<file path="config.mk">
export PLATFORM = sky130hd
export DESIGN_NAME = gray_counter
export DESIGN_NICKNAME = d
export VERILOG_FILES = /design/src/rtl/gray_pkg.sv /design/src/rtl/Bin2Gray.sv /design/src/rtl/gray_counter.sv
export SDC_FILE = /design/constraint.sdc
export NUM_CORES = 1
export LEC_CHECK = 0
export ABC_AREA = 0
export ABC_CLOCK_PERIOD_IN_PS = 2000
export CELL_PAD_IN_SITES_DETAIL_PLACEMENT = 2
export CELL_PAD_IN_SITES_GLOBAL_PLACEMENT = 2
export CORE_UTILIZATION = 23
export DETAILED_ROUTE_END_ITERATION = 12
export PLACE_DENSITY_LB_ADDON = 0.2
export SYNTH_ARGS = -nofsm -noshare
export SYNTH_HDL_FRONTEND = slang
export SYNTH_SLANG_ARGS = --single-unit
</file>
<file path="constraint.sdc">
create_clock -name clk -period 2 [get_ports clk]
set_input_delay 0.4 -clock clk [delete_from_list [all_inputs] [get_ports clk]]
set_output_delay 0.4 -clock clk [all_outputs]
set_load 0.1 [all_outputs]
</file>
<file path="src/rtl/gray_pkg.sv">
// Shared Gray-code helpers and the count-direction type.
package gray_pkg;

    localparam int unsigned CODE_W = 32;

    typedef logic [CODE_W-1:0] code_t;

    typedef enum logic {DIR_DOWN = 1'b0, DIR_UP = 1'b1} dir_e;

    // Width-generic: callers zero-extend into code_t and truncate the result.
    function automatic code_t b2g(input code_t b);
        return b ^ (b >> 1);
    endfunction

    // Prefix XOR from the MSB; zero-extended upper bits leave the low bits exact.
    function automatic code_t g2b(input code_t g);
        code_t b;
        for (int i = 0; i < int'(CODE_W); i++) begin
            b[i] = ^(g >> i);
        end
        return b;
    endfunction

endpackage

</file>
<file path="src/rtl/Bin2Gray.sv">
// Combinational binary-to-Gray encoder.
module Bin2Gray #(
    parameter int unsigned DW = 6
) (
    input  logic [DW-1:0] bin,
    output logic [DW-1:0] gray
);

    assign gray = bin ^ (bin >> 1);

endmodule

</file>
<file path="src/rtl/gray_counter.sv">
// Registered up/down counter with a registered, glitch-free Gray output.
module gray_counter
    import gray_pkg::*;
#(
    parameter int unsigned DW   = 6,
    parameter bit          WRAP = 1'b1
) (
    input  logic          clk,
    input  logic          rst,
    input  logic          en,
    input  logic          dir,
    input  logic          load,
    input  logic [DW-1:0] load_bin,
    output logic [DW-1:0] bin,
    output logic [DW-1:0] gray,
    output logic          wrap,
    output logic          at_max,
    output logic          at_min
);

    localparam logic [DW-1:0] MAX_V = '1;

    logic [DW-1:0] bin_next;
    logic [DW-1:0] gray_next;
    logic          wrap_next;

    assign at_max = (bin == MAX_V);
    assign at_min = (bin == '0);

    // Next binary count and wrap pulse; load beats en, saturation holds.
    always_comb begin
        bin_next  = bin;
        wrap_next = 1'b0;
        if (load) begin
            bin_next = load_bin;
        end else if (en) begin
            if (dir_e'(dir) == DIR_UP) begin
                if (at_max) begin
                    if (WRAP) begin
                        bin_next  = '0;
                        wrap_next = 1'b1;
                    end
                end else begin
                    bin_next = bin + DW'(1);
                end
            end else begin
                if (at_min) begin
                    if (WRAP) begin
                        bin_next  = MAX_V;
                        wrap_next = 1'b1;
                    end
                end else begin
                    bin_next = bin - DW'(1);
                end
            end
        end
    end

    Bin2Gray #(.DW(DW)) u_b2g (
        .bin  (bin_next),
        .gray (gray_next)
    );

    // Binary and Gray registers update together from bin_next.
    always_ff @(posedge clk) begin
        if (rst) begin
            bin  <= '0;
            gray <= '0;
            wrap <= 1'b0;
        end else begin
            bin  <= bin_next;
            gray <= gray_next;
            wrap <= wrap_next;
        end
    end

    // Gray register must always be the encoding of the binary register.
    a_gray_matches_bin : assert property (@(posedge clk) disable iff (rst)
        gray == DW'(b2g(CODE_W'(bin))));

    // Outside load/reset, the Gray code moves by at most one bit per edge.
    a_gray_single_step : assert property (@(posedge clk) disable iff (rst)
        !$past(load | rst) |-> ($countones(gray ^ $past(gray)) <= 1));

endmodule

</file>
==> results.toml, run 1 <==
[global_routing]
busiest_layer = "met2"
gr-usage-met3_pct = 1.26
grt_antenna_before_repair = 0
grt_pass1_vias = 841
grt_use_met2_pct = 28.0
grt_usage_pct = 15.7
grt_pass1_wl_um = 4150
grt_max_degree = 13
grt-ovfl-total = 0
met1_usage_pct = 19.7

[floorplanning]
core_sq_um = 3340
initial_core_util_pct = 24.1
dieArea_sq_um = 3740
io_pins = 26
die_x_um = 61.2
rows = 21
die_h_um = 61.2

[routing]
vias_per_cell = 4.60
vias = 828
drc = 0
antenna_left = 0
wirelength_um = 2670
drt_iter0_markers = 15
dr.pass1.iters = 4
routedWlPerCell_um = 14.8

[power]
switching_share_pct = 45.2
ir_drop_v = 0.000425
comb_power_share_pct = 54.6
p_total_uw = 926
p_int_uw = 508
leakagePower_nw = 0.523
pwr_density_cell_nw_per_um2 = 714
p_seq_share_pct = 30.4
p_clk_share_pct = 15.0
switching_power_uw = 418

[logic_synthesis]
yosysSeqAreaShare_pct = 29.8
yosysWarnings = 0
yosysTopAreaCellShare_pct = 29.8
synth.avg_cell_area_sq_um = 8.76
synth_seq_cells = 12
synth.distinct_cells = 36
synth_top_area_cell = "dfxtp_1"
netlist_area_sq_um = 806
syn_inst = 92
synthTopCellsByArea = "dfxtp_1 (30%), xnor2_1 (8.7%), nor2_1 (5.6%)"
synth_fp_nets = 106

[flow_run]
max-cap-violations = 0

[timing]
finalClockSkew_ns = 0.00227
rsz0062_at_grt = "yes"
finalSetupViolCount = 0
holdWs_ns = 0.794
finalHoldViolCount = 0
relSlewSlack_pct = 72.9
layout_setup_ws_ns = 0.0417
tightest_slew_ns = 0.406
min_period_over_period_pct = 97.9
layout_min_cycle_time_ns = 1.96
fmax_ghz = 0.511
slew_violations = 0

[critical_path]
end_kind = "register"
start_kind = "register"
arrival_ns = 2.10
reg2reg_slack_ns = 0.04
crit_type = "register to register"
required_ns = 2.14
path_max_fanout = 5

[placement]
routabilityCongestion = 0.765
io_buffers = 25
dpl_worst_slack_ns = -0.287
place_hpwl_um = 2090

[clocking]
cts_made_buffers = 3
ctsHtreeMaxLevel = 1
worstSkewPairLatency_ns = 0.26
clk_pin_slew_ns = 0.07
cts-root-buf = "clkbuf_4"
cts_tree = "yes"
cts_sinks = 12
cts.path.max_buffers = 2
ctsHoldBuffers = 0

[final_layout]
antenna_cells = 0
fill_cells = 411
multi_input_area_sq_um = 527
fin_nets = 150
area.sequential_sq_um = 258
fin_util_pct = 38.9
drive_gt1_share_pct = 44.0
syn_to_final_growth_pct = 61.0

[run_status]
outcome = "complete, no violations"

[min_path]
hold_class = "register to register"
==> kinds of logic after synthesis <==
kind of cell	after synthesis	synth area share [%]
AND/OR/NAND/NOR	34	23.8
AO/OA/AOI/OAI	19	18.2
XOR/XNOR	12	13.0
flip-flops	12	29.8
buffers and inverters	11	9.32
adder cells (fa/ha/maj)	3	4.66
multiplexers	1	1.24
==> power groups by stage <==
stage	Clock, mW	Combinational, mW	Sequential [mW]
2_1_floorplan	0	0.177	0.454
3_3_place_gp	0	0.472	0.287
3_5_place_dp	0	0.479	0.288
4_1_cts	0.148	0.482	0.283
5_1_grt	0.158	0.534	0.284
6_report	0.139	0.506	0.281
==> cell usage in the layout (no fill, tap or decap), types with 2 or more instances in the layout <==
cell type | synthesis | layout
buf_4 | 2 | 34
nor2_1 | 12 | 11
clkdlybuf4s50_1 | 0 | 9
xnor2_1 | 8 | 7
dfxtp_1 | 12 | 6
xor2_1 | 4 | 4
dfxtp_4 | 0 | 4
nor3_1 | 3 | 3
nand3_1 | 3 | 3
a21oi_1 | 3 | 3
a221oi_1 | 3 | 3
nor3b_1 | 4 | 3
nor2b_1 | 3 | 3
clkbuf_4 | 0 | 3
buf_12 | 0 | 3
nand2_1 | 2 | 2
o221ai_1 | 2 | 2
a211o_1 | 2 | 2
o21ai_0 | 2 | 2
dfxtp_2 | 0 | 2
==> per-stage QoR <==
stage | setup TNS [ns] | std cells | area [sq um]
after detailed placement | -1.18 | 171 | 1200
after floorplan | -0.0673 | 92 | 832
after global placement | -1.01 | 171 | 1200
final | 0 | 180 | 1300
after global routing | -0.0781 | 180 | 1300
after CTS | 0 | 174 | 1220
==> per-layer routing <==
metal | vias to the layer above | part of all wire (%)
met1 | 397 | 46
met3 | 4 | 2.2
met4 | 0 | 1.3
li1 | 412 | -
met2 | 15 | 51
met5 | - | 0
==> flip-flops by register name, indices dropped and copies added (netlist names) <==
| name | flops |
|---|---|
| gray | 5 |
| wrap | 1 |
| bin | 6 |
==> path summary, 6_finish.rpt <==
| kind | start | endpoint | depth (start not counted) |
|---|---|---|---|
| min | bin[5] | wrap | 3 |
| min reg2reg | bin[5] | wrap | 3 |
| max | bin[0] | gray[4] | 9 |
| max reg2reg | bin[0] | gray[4] | 9 |
==> worst max-delay path: stages (launching register included) <==
cell,delay [ns]
dfxtp_4,0.39
inv_6,0.05
ha_4,0.16
and2b_2,0.23
nor4_2,0.27
o21ai_1,0.10
a222oi_1,0.30
buf_4,0.18
xnor2_2,0.10
nor2_1,0.05
==> Yosys cell counts (all sizes together) <==
cell type / count
a222oi: 1
o21a: 1
nand2: 2
or4: 1
nand4: 1
a211o: 2
ha: 3
mux2i: 1
inv: 3
dfxtp: 12
nor2b: 3
and2: 1
nor4: 1
o221ai: 2
clkbuf: 3
a21oi: 3
nand3: 3
nor3: 3
o31ai: 1
a211oi: 2
xnor2: 8
nor3b: 4
xor2: 4
o21ai: 3
and2b: 1
nand2b: 1
buf: 5
nor4b: 1
a221oi: 3
o22a: 1
nor2: 12
==> final cells by class <==
type / count / area share [%]
well taps: 46 / 4.44
multi-input cells: 69 / 40.6
clock buffers: 3 / 1.74
repair buffers: 47 / 31.9
flip-flops and latches: 12 / 19.9
inverters: 3 / 1.45
==> what timing repair did <==
item	CTS	global route
setup buffers	0	6
resized for setup	2	7
endpoints found under the setup margin	3	4
pin swaps	0	5
Note: power is estimated with default switching activity, not from simulation.
==> run 2, diff against run 1 <==
--- a/config.mk
+++ b/config.mk
@@ -6,12 +6,13 @@
 export NUM_CORES = 1
 export LEC_CHECK = 0
 export ABC_AREA = 0
-export ABC_CLOCK_PERIOD_IN_PS = 2000
+export ABC_CLOCK_PERIOD_IN_PS = 1900
 export CELL_PAD_IN_SITES_DETAIL_PLACEMENT = 2
 export CELL_PAD_IN_SITES_GLOBAL_PLACEMENT = 2
-export CORE_UTILIZATION = 23
+export CORE_UTILIZATION = 25
 export DETAILED_ROUTE_END_ITERATION = 12
-export PLACE_DENSITY_LB_ADDON = 0.2
+export PLACE_DENSITY_LB_ADDON = 0.1
+export SLEW_MARGIN = 20
 export SYNTH_ARGS = -nofsm -noshare
 export SYNTH_HDL_FRONTEND = slang
 export SYNTH_SLANG_ARGS = --single-unit
==> constraint.sdc (replaced) <==
create_clock -name clk -period 1.9 [get_ports clk]
set_input_delay 0.38 -clock clk [delete_from_list [all_inputs] [get_ports clk]]
set_output_delay 0.38 -clock clk [all_outputs]
set_load 0.1 [all_outputs]
==> results.toml, run 2 (synthesized netlist as in run 1, its figures left out) <==
[critical_path]
end_kind = "register"
path_max_fanout = 3
required_ns = 2.06
arrival_ns = 2.06
crit_type = "register to register"
crit_path_top_delay_cell = "or4_4"
cp_cell_sequence = "or4_4 > nor4_2 > o21ai_1 > a222oi_1 > buf_4 > xnor2_1 > nor2_1"
start_kind = "register"
max_stage_delay_ns = 0.55
crit_buf_inv = 1
crit_family = "simple AND/OR/NAND/NOR gates"

[global_routing]
grt_antenna_before_repair = 0
grt_pass1_vias = 878
grt-ovfl-total = 0
grt_usage_pct = 17.0
grt_pass1_wl_um = 4310
grt_max_degree = 13

[clocking]
ctsHtreeMaxLevel = 1
clk_pin_slew_ns = 0.08
cts.path.max_buffers = 2
cts-root-buf = "clkbuf_4"
cts_sinks = 12
cts_made_buffers = 3
worstSkewPairLatency_ns = 0.28
cts_tree = "yes"
ctsHoldBuffers = 0

[floorplanning]
rows = 20
dieArea_sq_um = 3450
die_x_um = 58.8
initial_core_util_pct = 26.4
core_sq_um = 3050
die_h_um = 58.8
io_pins = 26

[final_layout]
multi_input_area_sq_um = 547
biggestRegsByFlops = "bin x6, gray x5, wrap x1"
drive_gt1_share_pct = 47.8
fin_util_pct = 46.0
largest_register_ffs = 6
area.sequential_sq_um = 258
fin_nets = 151
stdcell_area_sq_um = 1400
layout_common_cells = "buf_4 (29), nor2_1 (11), clkdlybuf4s50_1 (9), buf_12 (9), xnor2_1 (8)"
top_register = "bin"
fill_cells = 351
syn_to_final_growth_pct = 74.2
finalNonFillerCells = 180
antenna_cells = 0
final_common_cell = "buf_4"

[placement]
placed_area_sq_um = 1310
place_hpwl_um = 2140
placedCellCount = 174
io_buffers = 25
routabilityCongestion = 0.846

[routing]
vias = 866
wirelength_um = 2800
routedWlPerCell_um = 15.6
drt_iter0_markers = 14
antenna_left = 0
dr.pass1.iters = 4
vias_per_cell = 4.81
drc = 0

[run_status]
outcome = "finished with violations"
violations = "setup timing"

[timing]
finalSetupViolCount = 1
finalClockSkew_ns = 0.00604
slew_violations = 0
min_period_over_period_pct = 100
finalHoldViolCount = 0
layout_min_cycle_time_ns = 1.90
layout_setup_ws_ns = -0.00451
rsz0062_at_grt = "yes"
relSlewSlack_pct = 71.9
tightest_slew_ns = 0.420
fmax_ghz = 0.525

[power]
leakagePower_nw = 0.555
ir_drop_v = 0.000459
pwr_density_cell_nw_per_um2 = 763

[min_path]
hold_class = "primary input to register"

[flow_run]
max-cap-violations = 0
==> run 2: cell type report <==
class                      count  share of cell area [%]
clock buffer                   4                    2.58
inverter                       3                   0.802
multi-input combinational     69                    38.9
sequential                    12                    18.4
tap                           44                    3.92
timing repair buffer          48                    35.4
==> run 2: worst paths after layout <==
check | slack [ns] | endpoint | cells past startpoint | from
hold reg to reg | 0.81 | wrap | 4 | bin[2]
hold / removal | 0.80 | wrap | 5 | dir
setup reg to reg | -0.005 | gray[4] | 7 | bin[4]
setup / recovery | -0.005 | gray[4] | 7 | bin[4]
==> run 2: layer usage <==
| metal | wire length, um | share of wire (%) | global-route usage [%] |
|---|---|---|---|
| met4 | 33 | 1.2 | 4.08 |
| met2 | 1490 | 53 | 30.4 |
| met1 | 1170 | 42 | 20.4 |
| met5 | 0 | 0 | 0 |
| met3 | 109 | 3.9 | 3.96 |
==> run 2: power breakdown <==
part	internal [mW]	switching, mW
Combinational	0.213	0.363
Sequential	0.276	0.0145
Clock	0.117	0.0884
==> run 2: worst min-delay path, cell delays in order <==
cell and delay [ns]:
dlygate4sd2_1 0.22, or4_4 0.13, buf_4 0.12, o22a_2 0.15, nor3_1 0.04
==> run 2: repair_timing <==
item	4_1_cts	5_1_grt
buffers inserted	1	1
hold endpoints to repair	0	0
pin swaps	1	3
gates resized for setup	5	5
setup endpoints to repair	6	7
cloned	0	0
==> run 2: metrics by stage <==
stage	setup TNS (ns)	hold slack, ns	worst slack [ns]	total power, mW
after floorplan	-0.601	0.442	-0.143	0.665
after global placement	-1.71	0.772	-0.303	0.840
after detailed placement	-2.18	0.777	-0.370	0.849
after CTS	0	0.747	0.0125	1.07
after global routing	-0.394	0.817	-0.134	1.12
final	-0.00451	0.798	-0.00451	1.07
